`src/rtl/voice_dispatcher_pkg.sv`:
```
// voice_dispatcher_pkg: shared FSM encoding and rest code for the voice dispatcher
package voice_dispatcher_pkg;
  localparam int NOTE_REST = 0;
  typedef enum logic [1:0] {ST_IDLE = 2'd0, ST_LOAD = 2'd1, ST_REST = 2'd2} state_t;
endpackage

```
`src/rtl/voice_dispatcher_lowest_free_select.sv`:
```
// lowest_free_select: one-hot grant of the lowest-index idle voice
module lowest_free_select #(
  parameter int N = 3
) (
  input  logic [N-1:0] busy,
  output logic [N-1:0] grant,
  output logic         any_free
);
  // adding one ripples through the low busy run, leaving the first clear bit set
  assign grant = ~busy & (busy + N'(1));
  assign any_free = ~&busy;
endmodule

```
`src/rtl/voice_dispatcher.sv`:
```
// voice_dispatcher: assigns note requests to the lowest idle voice and times rests on beats
module voice_dispatcher
  import voice_dispatcher_pkg::*;
#(
  parameter int NUM_VOICES = 3,
  parameter int NOTE_W = 6,
  parameter int DUR_W = 6
) (
  input  logic                  clk,
  input  logic                  reset,
  input  logic                  play_enable,
  input  logic                  beat,
  input  logic                  req_valid,
  input  logic [NOTE_W-1:0]     req_note,
  input  logic [DUR_W-1:0]      req_duration,
  output logic                  req_ready,
  input  logic [NUM_VOICES-1:0] voice_done,
  output logic [NUM_VOICES-1:0] voice_load,
  output logic [NOTE_W-1:0]     voice_note,
  output logic [DUR_W-1:0]      voice_dur,
  output logic [NUM_VOICES-1:0] voice_busy,
  output logic                  all_idle
);
  state_t state;
  logic [NUM_VOICES-1:0] grant, target;
  logic [DUR_W-1:0] rest_cnt;
  logic any_free, rest_req, accept;
  lowest_free_select #(.N(NUM_VOICES)) u_select (
    .busy(voice_busy),
    .grant(grant),
    .any_free(any_free)
  );
  assign rest_req = req_note == NOTE_W'(NOTE_REST);
  assign req_ready = ~reset && play_enable && state == ST_IDLE && (rest_req || any_free);
  assign accept = req_valid && req_ready;
  // gated by reset so a reset landing on the load cycle drops the strobe
  assign voice_load = (state == ST_LOAD && ~reset) ? target : '0;
  assign all_idle = state == ST_IDLE && ~|voice_busy;
  always_ff @(posedge clk)
    if (reset) begin
      state <= ST_IDLE;
      voice_busy <= '0;
      voice_note <= '0;
      voice_dur <= '0;
      rest_cnt <= '0;
      target <= '0;
    end else begin
      voice_busy <= (voice_busy & ~voice_done) | voice_load;
      case (state)
        ST_IDLE:
          if (accept) begin
            state <= rest_req ? ST_REST : ST_LOAD;
            if (rest_req) rest_cnt <= req_duration;
            else begin
              voice_note <= req_note;
              voice_dur <= req_duration;
              target <= grant;
            end
          end
        ST_LOAD: state <= ST_IDLE;
        ST_REST:
          if (beat && play_enable) begin
            if (rest_cnt == '0) state <= ST_IDLE;
            else rest_cnt <= rest_cnt - DUR_W'(1);
          end
        default: state <= ST_IDLE;
      endcase
    end
endmodule

```
`config.mk`:
```
export PLATFORM = sky130hd
export DESIGN_NAME = voice_dispatcher
export DESIGN_NICKNAME = d
export VERILOG_FILES = /design/src/rtl/voice_dispatcher_pkg.sv /design/src/rtl/voice_dispatcher_lowest_free_select.sv /design/src/rtl/voice_dispatcher.sv
export SDC_FILE = /design/constraint.sdc
export NUM_CORES = 1
export LEC_CHECK = 0
export CAP_MARGIN = 10
export CELL_PAD_IN_SITES_DETAIL_PLACEMENT = 0
export CELL_PAD_IN_SITES_GLOBAL_PLACEMENT = 2
export CORE_MARGIN = 8
export CORE_UTILIZATION = 36
export DETAILED_ROUTE_END_ITERATION = 8
export DONT_BUFFER_PORTS = 1
export MAX_ROUTING_LAYER = met4
export PLACE_DENSITY_LB_ADDON = 0.1
export SLEW_MARGIN = 20
export SYNTH_ARGS = -nofsm -noshare
export SYNTH_HDL_FRONTEND = slang
export SYNTH_SLANG_ARGS = --single-unit
```
`constraint.sdc`:
```
create_clock -name clk -period 2.2 [get_ports clk]
set_input_delay 0.66 -clock clk [delete_from_list [all_inputs] [get_ports clk]]
set_output_delay 0.66 -clock clk [all_outputs]
set_load 0.02 [all_outputs]
```
; Word level (Yosys, flattened, before mapping)
; Index checks and enable logic that the tools add are counted.
[totals]
out_inout_bits = 20
input_bits = 20
word_cells = 52
ff_bits = 26
[op_classes]
muxes = 11
n_bitwise = 7
n_eq_ne = 7
n_reduce_logical = 19
add_sub_neg = 2
[op_table]
columns = op, n
row1 = $mux 6, 4
row2 = $logic_not 6->1, 2
row3 = $pmux 6 s2, 1
row4 = $ne 2x2->1 const B, 5
row5 = $reduce_and 3->1, 3
row6 = $mux 2, 4
row7 = $logic_and 1x1->1, 7
row8 = $and 3x3->3, 2
row9 = $not 3->3, 2
row10 = $sub 6x1->6 const B, 1
row11 = $reduce_and 5->1, 1
row12 = $pmux 2 s2, 1
row13 = $add 3x1->3 const B, 1
row14 = $mux 3, 1
row15 = $or 3x3->3, 1
row16 = $reduce_or 3->1, 1
row17 = $eq 2x1->1 const B, 1
row18 = $eq 2x2->1 const B, 1
row19 = $logic_not 1->1, 2
row20 = $logic_not 2->1, 1
row21 = $not 1->1, 2
row22 = $reduce_bool 2->1, 1
row23 = $logic_or 1x1->1, 1

; Logic depth before layout (Yosys ltp)
; Gate-level depths: netlist of run 1.
[logic_depth]
depth_word = 7
ltp_mapped = 7
mapped_depth_nobuf = 6

; By module
; From an unflattened synthesis of run 1, not the netlist that was laid out.
[hier_totals]
cells_unflattened = 137
hier_area_um2 = 1252.5
[modules_own_cells]
columns = mod, area_each_um2, instances, cells_per_inst
row1 = voice_dispatcher, 1224.9, 1, 133
row2 = lowest_free_select, 27.5, 1, 4

; Least setup slack after synthesis of run 1
; OpenSTA, ideal clock, no wires.
[synth_timing]
path_type = input -> output
start = input req_note[5]
end = output req_ready
required_time_ps = 1540
path_stages = 3
arrival_time_ps = 1872
path_slack_ps = -332
cell_sequence = nor4_4 -> a21oi_2 -> nor4b_1
[synth_via]
elab_chain_len = 3
[synth_rtl]
columns = element, line_no
row1 = start: declaration, voice_dispatcher.sv:14  ; input logic [NOTE_W-1:0] req_note,
row2 = $logic_not 6->1, voice_dispatcher.sv:33  ; assign rest_req = req_note == NOTE_W'(NOTE_REST);
row3 = $logic_or 1x1->1, voice_dispatcher.sv:34  ; assign req_ready = ~reset && play_enable && state == ST_IDLE && (rest_req || any_free);
row4 = $logic_and 1x1->1, voice_dispatcher.sv:34
row5 = end: declaration, voice_dispatcher.sv:16  ; output logic req_ready,
; No other way between the ends.

; Final worst setup path of run 1
[layout_timing]
start = input req_note[3]
end = output req_ready
; Same word-level chain as after synthesis.

==> reports/summary.txt, run 1 <==
first-pass GRT wire length: 5.41 mm
vias per std cell: 5.22
Die Y-Extent: 77.7 µm
fin area: 1540 µm²
Post-Syn Area per Cell: 9.38 µm²
min-delay src: reset
final max-slew violation count: 0
CTS root buffer: clkbuf_8
Routed Antenna Nets: 0
setup TNS: 0 ns
WHS Path Cells: 1
DRC viols: 0
ys async rst share: 0%
Sink Count: 26
R2R setup slack: 0.44 ns
diodes inserted: 0
worst reg2reg path endpoint: rest_cnt[3]
Post-synth EDFFs: 0
Setup Skew: 0.00136 ns
Die Wd: 77.7 µm
drt first-iter violations: 49
Max Cap Violations: 0
hold buffer count at CTS: 0
initial antenna violation count: 0
R2R depth: 4
status: finished, final reports clean
Final min period: 2.15 ns
post-synthesis cell count: 146
initial core utilization: 37.4%
Yosys warning total: 0
PD cells: 537 nW/µm²
WS Path Type: in -> out
Final Cycle Share: 98.0%
Hold Path Class: in -> reg
drt wl/cell: 15.6 µm
H-tree levels: 1
site row count: 22
TritonCTS Buffers: 3
DPL Wire Length: 2.45 mm
Final Net Count: 180
final setup violating endpoints: 0
ys flop type: dfxtp_1
Fmax: 0.464 GHz
routed via count: 1,065
setup bufs post-CTS: 0
TritonRoute pass-1 iters: 4
Post-Synthesis Cell Area: 1370 µm²
Peak VDD IR: 0.255 mV
leading area contributor after synthesis: dfxtp_1
# IOs: 40
vias in the first global route: 1,093
post-cts resize count: 0
DP Area: 1490 µm²
Leak: 0.627 nW
syn nets: 168
die area: 6030 µm²
Startpoint Class: input pin
slew at the pin closest to its max-slew limit: 0.519 ns
largest net degree at the start of global routing: 34
maximum clock insertion buffer count: 2
crit path DAT: 1.49 ns
RSZ-0062 raised after global routing: true
layout cells sized above 1: 20.5%
GR Overflow Total: 0
GRT Resource Usage Total: 11.1%
worst r2r src: state[1]
Data required, critical path: 1.54 ns
Yosys cell types: 43
Synth area leaders: dfxtp_1 (38%), mux2i_1 (8.8%), nor2_1 (5.5%), nand4b_4 (3.5%), nand3_1 (2.9%)
CORE AREA: 3660 µm²
Area Growth Syn to Fin: 12.5%
Seq cells post-synth: 26
TritonCTS clock tree: yes
CTS clk-pin slew, worst paths: 0.08 ns
fin util: 42.1%
GP Congestion: 0.789
worst skew pair latency: 0.26 ns
Fin. Hold Viols: 0
largest fanout on the critical path: 3
share of the synthesized area in the top cell type: 38.0%
relative slew slack: 65.4%
PortBufs: 0
final wirelength: 3.18 mm
post-synthesis sequential area ratio: 38.0%
WHS Endpoint: voice_dur[3]
CP Capture Type: output pin
[worst max path at each step]
stage / startpoint / endpoint / slack, ns / depth (start not counted)
after global placement: req_note[5] / req_ready / 0.05 / 4
after CTS: req_note[5] / req_ready / 0.04 / 4
final: req_note[3] / req_ready / 0.05 / 4
after floorplan: req_note[5] / req_ready / 0.03 / 3
after detailed placement: req_note[5] / req_ready / 0.04 / 4
after global routing: req_note[3] / req_ready / -0.04 / 4
[power by group]
group	internal (mW)	switching [mW]	total [mW]
combinational	0.0354	0.0329	0.0683
sequential	0.480	0.0163	0.497
clock	0.122	0.140	0.263
[synthesized netlist by cell type, types with 2 or more instances]
cell type	number
dfxtp_1	26
nor2_1	20
mux2i_1	12
nand2_1	8
nand3_1	8
inv_1	7
a21oi_1	6
clkbuf_1	4
a211o_1	3
a21oi_2	3
and2_1	3
nand2b_1	3
nand3b_1	3
nor4_1	3
a211oi_1	2
a211oi_2	2
a41o_1	2
buf_6	2
ha_1	2
nand4b_4	2
nor3_1	2
o21ai_1	2
[final cells by class]
cell class	instances	area, µm²
fillers	364	2120
inverters	7	26.3
repair buffers	15	113
well taps	48	60.1
flip-flops and latches	26	520
multi-input cells	105	779
clock buffers	3	41.3
[flip-flops by register name, summed over array words and instances, names as in the netlist]
signal      count
rest_cnt        6
state           2
target          3
voice_busy      3
voice_dur       6
voice_note      6
[stage by stage]
stage | worst slack (ns) | power [mW] | hold slack [ns] | cells
2_1_floorplan | 0.0336 | 0.569 | 0.450 | 146
3_3_place_gp | 0.0470 | 0.576 | 0.453 | 200
3_5_place_dp | 0.0385 | 0.577 | 0.456 | 200
4_1_cts | 0.0385 | 0.846 | 0.439 | 203
5_1_grt | -0.0396 | 0.872 | 0.432 | 204
6_report | 0.0450 | 0.827 | 0.460 | 204
[kinds of logic after synthesis]
| kind of cell | after synthesis | share of synthesized area, % |
|---|---|---|
| buf+inv | 15 | 6.67 |
| fa+ha+maj | 2 | 1.83 |
| simple gates | 62 | 27.3 |
| compound gates | 29 | 17.4 |
| flops | 26 | 38.0 |
| mux | 12 | 8.78 |
[routing by layer]
layer	global-route usage, %	vias to the layer above	part of all wire (%)	routed length, µm
met1	12.9	494	43	1380
li1	-	546	-	-
met2	17.0	23	47	1500
met3	4.26	2	8.7	276
met5	-	-	0	0
met4	3.96	0	0.75	24
[worst max-delay path: stages]
cell,delay [ns]
nor4_4,0.29
a21oi_2,0.12
nor4b_4,0.25
buf_4,0.17
[layout by cell type, fill, tap and decap left out, types with 2 or more instances in the layout]
master,netlist,routed
dfxtp_1,26,26
nor2_1,20,20
buf_4,1,15
mux2i_1,12,12
nand3_1,8,8
nand2_1,8,8
inv_1,7,7
a21oi_1,6,6
and2_1,3,3
a21oi_2,3,3
nor4_1,3,3
a211o_1,3,3
nand2b_1,3,3
nand3b_1,3,3
clkbuf_8,0,3
nor3_1,2,2
nand4b_4,2,2
a41o_1,2,2
o21ai_1,2,2
a211oi_1,2,2
ha_1,2,2
Power figures use the tool's default switching activity.
==> inputs of run 2 (changes only) <==
GPL_ROUTABILITY_DRIVEN = 0   (was unset)
SLEW_MARGIN = 5   (was 20)
==> results of run 2 <==
No change in the layout: final DEF, timing and power equal those of run 1.
==> inputs of run 3 (changes only) <==
SLEW_MARGIN = 25   (was 5)
==> results of run 3 <==
No change in the layout: final DEF, timing and power equal those of run 1.
==> variant, RTL diff (settings of run 3) <==
Re-encode `state_t` (3 states) as one-hot, 3 bits wide.
--- a/src/rtl/voice_dispatcher_pkg.sv
+++ b/src/rtl/voice_dispatcher_pkg.sv
@@ -2,5 +2,5 @@
 package voice_dispatcher_pkg;
   localparam int NOTE_REST = 0;
-  typedef enum logic [1:0] {ST_IDLE = 2'd0, ST_LOAD = 2'd1, ST_REST = 2'd2} state_t;
+  typedef enum logic [2:0] {ST_IDLE = 3'b001, ST_LOAD = 3'b010, ST_REST = 3'b100} state_t;
 endpackage
 
Function: no difference found for any inputs over 10 cycles, from zero or initial values and one cycle with reset high; not proved beyond that.
==> variant against run 3 <==
  * Setup slack got worse by 30 ps
  * Sequential cell count is 1 higher
  * Sequential share of layout area grew 2.7 points
  * Area after synthesis decreased by 6.1%
  * Wire length rose by 0.38%
  * Power increased by 0.12%
  * Maximum frequency fell by 1.4%
  * Final area fell by 2.8%
  * Register-to-register slack worse by 70 ps
==> variant: results (changes against run 3) <==
| Metric | Value |
|---|---|
| Drt initial violations | 38 (-22%) |
| NonClk Buf Share | 7.52% (+0.21 points) |
| LEAKAGE | 0.000607 uW (-3.3%) |
| Fillers | 358 (-1.6%) |
| Signal inverters | 8 (+1) |
| Post-synthesis compound-gate area fraction | 15.2% (-2.2 points) |
| WL met1 | 1.34 mm (-2.9%) |
| Worst-Margin Slew | 295 ps (-224 ps) |
| CP max-delay cell | or3b_4 |
| WL met2 | 1.51 mm (+0.53%) |
| Largest net degree at the start of global routing | 30 (-12%) |
| Outcome | completed |
| Psw | 216 uW (+14%) |
| M2 GR Usage | 17.6% (+0.63 points) |
| Multi-input logic area | 721 um2 (-7.5%) |
| Met1 Use GR | 13.8% (+0.82 points) |
| CP Max Fanout | 4 (+1) |
| Vias in the first global route | 1066 (-2.5%) |
| Yosys cell types | 40 (-7.0%) |
| Max Clock Skew | 2.33 ps (+0.968 ps) |
| Seq_cells | 27 (+3.8%) |
| Routed WL per cell | 16.0 um (+2.4%) |
| DR vias/cell | 5.16 (-1.3%) |
| Comb group | 85.8 uW (+26%) |
| Layout cells sized above 1 | 21.4% (+0.92 points) |
| Largest cells by area after synthesis | dfxtp_1, mux2i_1, nor2_1 |
| Clk. pwr | 224 uW (-15%) |
| First-pass GRT wire length | 4.95 mm (-8.4%) |
| Peak VDD IR | 338 uV (+32%) |
| HPWL Detailed | 2.42 mm (-1.1%) |
variant: cell count changes in the layout (fill, tap and decap cells not counted), sizes merged, moves of 3 or more:
cell,run 3,this run
o2111ai,0,4
nand3,8,2
o21ai,4,8
nor2,22,18
or3,0,3
a211oi,4,1
xnor2,0,4
variant: metrics by stage:
stage | instances | area (um2)
2_1_floorplan | 141 | 1300
3_3_place_gp | 194 | 1430
3_5_place_dp | 194 | 1430
4_1_cts | 199 | 1480
5_1_grt | 200 | 1500
6_report | 200 | 1500
variant: path summary, 6_finish.rpt:
| check | start | to | slack, ps | depth (start not counted) |
|---|---|---|---|---|
| min | reset | target[2] | 380 | 1 |
| max | state[2] | req_ready | 20 | 3 |
| max reg2reg | state[0] | rest_cnt[5] | 370 | 7 |
| min reg2reg | target[1] | target[1] | 450 | 2 |
variant: what timing repair did:
action / CTS / global route
cloned: 0 / 0
setup endpoints to repair: 4 / 5
hold buffers: 0 / 0
buffers inserted: 1 / 1
gates resized for setup: 5 / 3
